File: src/rtl/alu_muldiv_seq.sv
// Sequencer running W-iteration unsigned shift-add multiply and restoring divide
// on a shared external ALU; results come back as a registered hi/lo pair.
module alu_muldiv_seq #(
    parameter int unsigned W        = 8,
    parameter logic [2:0]  CMD_ADD  = 3'b000,
    parameter logic [2:0]  CMD_SUB  = 3'b110,
    parameter logic [2:0]  CMD_IDLE = 3'b100
) (
    input  logic         clk,
    input  logic         reset_n,
    input  logic         start,
    input  logic         op,
    input  logic [W-1:0] opa,
    input  logic [W-1:0] opb,
    output logic         busy,
    output logic         done,
    output logic [W-1:0] res_hi,
    output logic [W-1:0] res_lo,
    output logic         dz_err,
    output logic [2:0]   alu_cmd,
    output logic [W-1:0] alu_a,
    output logic [W-1:0] alu_b,
    input  logic [W-1:0] alu_rslt,
    input  logic         alu_flag
);

    localparam int unsigned CW = (W > 1) ? $clog2(W) : 1;
    localparam logic [CW-1:0] CNT_LAST = CW'(W - 1);

    typedef enum logic [1:0] {
        S_IDLE,
        S_MUL,
        S_DIV,
        S_DONE
    } state_t;

    state_t        state_q, state_d;
    logic [W-1:0]  hi_q, hi_d;        // MUL high partial product / DIV remainder
    logic [W-1:0]  lo_q, lo_d;        // MUL multiplier shift reg / DIV quotient
    logic [W-1:0]  mcand_q, mcand_d;  // MUL multiplicand / DIV divisor
    logic [CW-1:0] cnt_q, cnt_d;
    logic [W-1:0]  res_hi_q, res_hi_d;
    logic [W-1:0]  res_lo_q, res_lo_d;
    logic          dz_err_q, dz_err_d;

    logic [W-1:0]  sum_s;
    logic          sum_c;
    logic [W-1:0]  shifted;
    logic          ge;

    always_ff @(posedge clk or negedge reset_n) begin
        if (!reset_n) begin
            state_q  <= S_IDLE;
            hi_q     <= '0;
            lo_q     <= '0;
            mcand_q  <= '0;
            cnt_q    <= '0;
            res_hi_q <= '0;
            res_lo_q <= '0;
            dz_err_q <= 1'b0;
        end else begin
            state_q  <= state_d;
            hi_q     <= hi_d;
            lo_q     <= lo_d;
            mcand_q  <= mcand_d;
            cnt_q    <= cnt_d;
            res_hi_q <= res_hi_d;
            res_lo_q <= res_lo_d;
            dz_err_q <= dz_err_d;
        end
    end

    always_comb begin
        state_d  = state_q;
        hi_d     = hi_q;
        lo_d     = lo_q;
        mcand_d  = mcand_q;
        cnt_d    = cnt_q;
        res_hi_d = res_hi_q;
        res_lo_d = res_lo_q;
        dz_err_d = dz_err_q;
        alu_cmd  = CMD_IDLE;
        alu_a    = '0;
        alu_b    = '0;
        sum_s    = '0;
        sum_c    = 1'b0;
        shifted  = '0;
        ge       = 1'b0;

        case (state_q)
            S_IDLE: begin
                if (start) begin
                    cnt_d = '0;
                    if (!op) begin
                        state_d  = S_MUL;
                        hi_d     = '0;
                        lo_d     = opb;
                        mcand_d  = opa;
                        dz_err_d = 1'b0;
                    end else if (opb != '0) begin
                        state_d  = S_DIV;
                        hi_d     = '0;
                        lo_d     = opa;
                        mcand_d  = opb;
                        dz_err_d = 1'b0;
                    end else begin
                        state_d  = S_DONE;
                        res_hi_d = opa;
                        res_lo_d = '1;
                        dz_err_d = 1'b1;
                    end
                end
            end

            S_MUL: begin
                alu_cmd = CMD_ADD;
                alu_a   = hi_q;
                alu_b   = mcand_q;
                // ALU add has no carry out; a wrapped sum is smaller than either addend
                if (lo_q[0]) begin
                    sum_s = alu_rslt;
                    sum_c = (alu_rslt < mcand_q);
                end else begin
                    sum_s = hi_q;
                    sum_c = 1'b0;
                end
                hi_d  = {sum_c, sum_s[W-1:1]};
                lo_d  = {sum_s[0], lo_q[W-1:1]};
                cnt_d = cnt_q + 1'b1;
                if (cnt_q == CNT_LAST) begin
                    state_d  = S_DONE;
                    cnt_d    = '0;
                    res_hi_d = hi_d;
                    res_lo_d = lo_d;
                end
            end

            S_DIV: begin
                shifted = {hi_q[W-2:0], lo_q[W-1]};
                alu_cmd = CMD_SUB;
                alu_a   = shifted;
                alu_b   = mcand_q;
                // A set remainder MSB means the true shifted value exceeds W bits
                ge      = hi_q[W-1] | ~alu_flag;
                hi_d    = ge ? alu_rslt : shifted;
                lo_d    = {lo_q[W-2:0], ge};
                cnt_d   = cnt_q + 1'b1;
                if (cnt_q == CNT_LAST) begin
                    state_d  = S_DONE;
                    cnt_d    = '0;
                    res_hi_d = hi_d;
                    res_lo_d = lo_d;
                end
            end

            S_DONE: begin
                state_d = S_IDLE;
            end

            default: begin
                state_d = S_IDLE;
            end
        endcase
    end

    assign busy   = (state_q != S_IDLE);
    assign done   = (state_q == S_DONE);
    assign res_hi = res_hi_q;
    assign res_lo = res_lo_q;
    assign dz_err = dz_err_q;

endmodule
File: config.mk
export PLATFORM = sky130hd
export DESIGN_NAME = alu_muldiv_seq
export DESIGN_NICKNAME = d
export VERILOG_FILES = /design/src/rtl/alu_muldiv_seq.sv
export SDC_FILE = /design/constraint.sdc
export NUM_CORES = 1
export LEC_CHECK = 0
export ABC_CLOCK_PERIOD_IN_PS = 2700
export CAP_MARGIN = 20
export CORE_ASPECT_RATIO = 1.4
export CORE_MARGIN = 4
export CORE_UTILIZATION = 40
export CTS_BUF_LIST = sky130_fd_sc_hd__clkbuf_8 sky130_fd_sc_hd__clkbuf_16
export DETAILED_ROUTE_END_ITERATION = 12
export GPL_TIMING_DRIVEN = 0
export MAX_ROUTING_LAYER = met4
export PLACE_DENSITY = 0.65
export REMOVE_ABC_BUFFERS = 1
export SYNTH_ARGS = -nofsm -noshare
export SYNTH_HDL_FRONTEND = slang
export SYNTH_SLANG_ARGS = --single-unit
export TNS_END_PERCENT = 50
File: constraint.sdc
create_clock -name clk -period 2.7 [get_ports clk]
set_clock_uncertainty 0.05 [all_clocks]
set_input_delay 0.54 -clock clk [delete_from_list [all_inputs] [get_ports clk]]
set_output_delay 0.54 -clock clk [all_outputs]
set_load 0.01 [all_outputs]
==> summary.txt <==
Floorplan
  – Boundary pin count: between 60 and 70
  – Cell Rows: 36
  – Die ar.: 8830 sq um
  – Core Box Area: slightly above 7000 sq um
  – DIE HEIGHT: 109.6 um
  – Chip Width: between 80 and 90 um
  – Starting Density: between 40% and 50%

STA
  – Achievable frequency: 0.3808 GHz
  – Final Setup Violations: 0
  – Min cycle time layout: 2626 ps
  – Final hold vios: 0
  – Worst Tran Pin Value: between 700 and 800 ps
  – Final period util: 97.26%
  – Slew Limit Fails: 0
  – Slew HR: 52.66%
  – Hold Slack: about 37 ps

Worst setup path
  – FF-to-FF path depth: 8
  – Worst setup EP type: output pin
  – Critical path arrival: between 2000 and 2500 ps
  – Reg2Reg Setup Slack: 200 ps
  – WS Path Type: register to output pin
  – Critical Path RT: about 2100 ps
  – CP Launch Type: register
  – CP max FO: 5

Logic synthesis
  – XOR/XNOR Fraction of Synth Area: 0%
  – Cell Area, Synth: ~2900 sq um
  – Register area share after synthesis: slightly below 40%
  – Warnings, synthesis: 0
  – Dominant cell type by area after synthesis: dfrtp_1
  – Mux share of post-synthesis cell area: between 10% and 20%
  – Netlist cell types: 40
  – Top cells by area, synth: dfrtp_1, mux2_1, ha_1
  – Synth Area in Simple Gates: roughly 15%
  – Synth Register Bits: 46
  – Yosys top cell area share: between 30% and 40%
  – Post-Syn Instances: between 300 and 400
  – Largest family of logic cells by synthesized area: compound AO/OA/AOI/OAI gates
  – Compound-Gate Fraction of Synth Area: approximately 21%
  – Avg Inst Size Synth: slightly below 9 sq um
  – Fraction of the mapped netlist area in adder cells: 5.940%

Finish
  – ANT cells: 0
  – Layout area overhead: 32.92%
  – NumNets Final: about 430
  – Fin area: a little under 4000 sq um
  – Proportion of layout cells with a drive suffix above 1: around a tenth
  – Fin cells: between 400 and 500
  – Final core occ: a little under three fifths

Power
  – Power density over the cells: 1332 nW/um^2
  – Lkg Pwr: between 0.0015 and 0.002 uW
  – Switching power: ~2300 uW
  – Sequential power share: 24.8%
  – Int Pwr: 2955 uW
  – Comb power frac: a little over three fifths
  – VDD IR-drop max: around 0.00073 V
  – Clock Power Share: 12.4%
  – Total power draw: around 5200 uW
  – Switching portion of total power: roughly 43%

CTS
  – # hold bufs at CTS: 0
  – Root Buffer Master: clkbuf_8
  – Clk sinks: 46
  – TritonCTS clock tree: built
  – Clock transition at the registers of the reported paths: about 100 ps
  – H-tree depth: 2
  – CTS max path bufs: 2
  – CTS buffer count: 5
  – Worst-Skew Late Latency: 310 ps

Place
  – Post-Place Cells: around 470
  – Post-Place Cell Area: about 3700 sq um
  – Placer Congestion: 0.8026
  – Number of buffers added on ports: 65
  – Placed wire-length estimate: roughly 5600 um

Drt
  – DRC: 0
  – Post-DRT Antenna Nets: 0
  – Via count: 2582
  – Routed WL: around 8200 um
  – 1st-pass router iterations: 4
  – Via density: 5.357
  – Drt wl/cell: 17.10 um
  – 1st-iter DRT viols: roughly 160

Global route
  – Pin count of the biggest net entering global routing: 40
  – All-Layer GR Usage: approximately a fifth
  – Antenna violations before repair: 0
  – Total gr overflow: 0
  – First-pass GRT wire length: 13030 um
  – Vias in the first global route: 2505

Hold path
  – HP Class: input port to asynchronous set/reset pin

Flow run
  – Max-capacitance violation count: 0

Outcome
  – Status: completed
-- placed cells by master, fill, tap and decap left out, types with 3 or more instances in the layout --
| cell type | Yosys | final |
|---|---|---|
| mux2_2 | 7 | 7 |
| a22oi_1 | 15 | 15 |
| mux2i_1 | 9 | 9 |
| ha_1 | 14 | 11 |
| buf_4 | 5 | 4 |
| inv_1 | 20 | 19 |
| clkbuf_8 | 0 | 6 |
| o21ai_1 | 23 | 23 |
| ha_4 | 0 | 3 |
| a21oi_1 | 11 | 11 |
| o21ai_0 | 10 | 10 |
| a22o_1 | 8 | 8 |
| nor2_1 | 41 | 41 |
| a31oi_1 | 6 | 6 |
| dfrtp_1 | 46 | 45 |
| o22ai_1 | 8 | 8 |
| nand2_1 | 40 | 40 |
| mux2_1 | 19 | 19 |
| clkdlybuf4s50_1 | 0 | 61 |
-- per-stage QoR --
step           worst slack [ps]  TNS [ps]
2_1_floorplan            -254.0     -4236
5_1_grt                  -17.00    -51.54
4_1_cts                   7.287         0
3_5_place_dp             -815.8    -24240
6_report                  74.11         0
3_3_place_gp              -1499    -61330
-- power by group through the flow --
stage	Combinational (uW)	Clock, uW	Sequential, uW
2_1_floorplan	1760	0	1300
3_3_place_gp	2840	0	1300
3_5_place_dp	3040	0	1310
4_1_cts	3250	662	1300
5_1_grt	3630	683	1350
6_report	3280	649	1300
-- sequential cells by signal (all words and copies together), names as in the netlist --
| name | count |
|---|---|
| res_hi | 8 |
| state_q | 2 |
| cnt_q | 3 |
| lo_q | 8 |
| hi_q | 8 |
| dz_err | 1 |
| res_lo | 8 |
| mcand_q | 8 |
-- repair_timing --
| item | CTS | global route |
|---|---|---|
| pin swaps | 3 | 2 |
| setup endpoints to repair | 45 | 31 |
| resized for setup | 11 | 6 |
| buffers inserted | 4 | 2 |
-- cell families (layout without fill, tap and decap cells) --
family                     after synthesis  after routing
and+or+nand+nor                         95             95
AOI/OAI and AO/OA                       93             93
DFF                                     46             46
buffers and inverters                   46            103
muxes                                   35             35
adders and majority gates               14             14
other                                    1              1
-- routing by layer --
metal	vias to the layer above	part of all wire (%)	GRT usage [%]
li1	1269	-	-
met1	1218	43	25.49
met2	86	49	32.11
met3	9	5.9	3.197
met4	0	2.4	7.246
met5	-	0	-
-- worst paths after layout --
check / from / endpoint
hold / removal: reset_n / hi_q[4]
setup reg to reg: state_q[0] / res_lo[7]
setup / recovery: state_q[0] / alu_b[0]
max in group asynchronous: reset_n / state_q[0]
min in group clk: res_lo[0] / res_lo[0]
hold reg to reg: res_lo[0] / res_lo[0]
-- area by class of cell --
class                      instances  area, sq um
clock inverter                     2        60.06
inverter                          21        91.34
timing repair buffer              74        773.2
clock buffer                       6        82.58
sequential                        46         1152
multi-input combinational        238         1642
fill                             677         3152
tap                               95        118.9
-- worst max-delay path, stage by stage (launching register included) --
cell             delay, ps
dfrtp_2                410
inv_1                  120
ha_4                   360
buf_4                  160
and2_1                 140
clkdlybuf4s50_1        540
-- synthesized netlist by cell type, drive strengths merged --
master	instances
a221oi	1
a31oi	7
buf	14
o22ai	8
a22oi	15
nor3	1
dfrtp	46
nor3b	1
nor2	42
a22o	8
conb	1
nand2b	2
a211oi	2
and2	1
clkinv	1
a221o	2
nor4	2
a21oi	12
nand2	41
nor2b	3
inv	20
o21ai	33
mux2	26
and3	1
mux2i	9
nand3	1
o211ai	2
a32o	2
clkbuf	11
o31ai	1
ha	14
No activity file was read; power rests on OpenSTA's default activity.
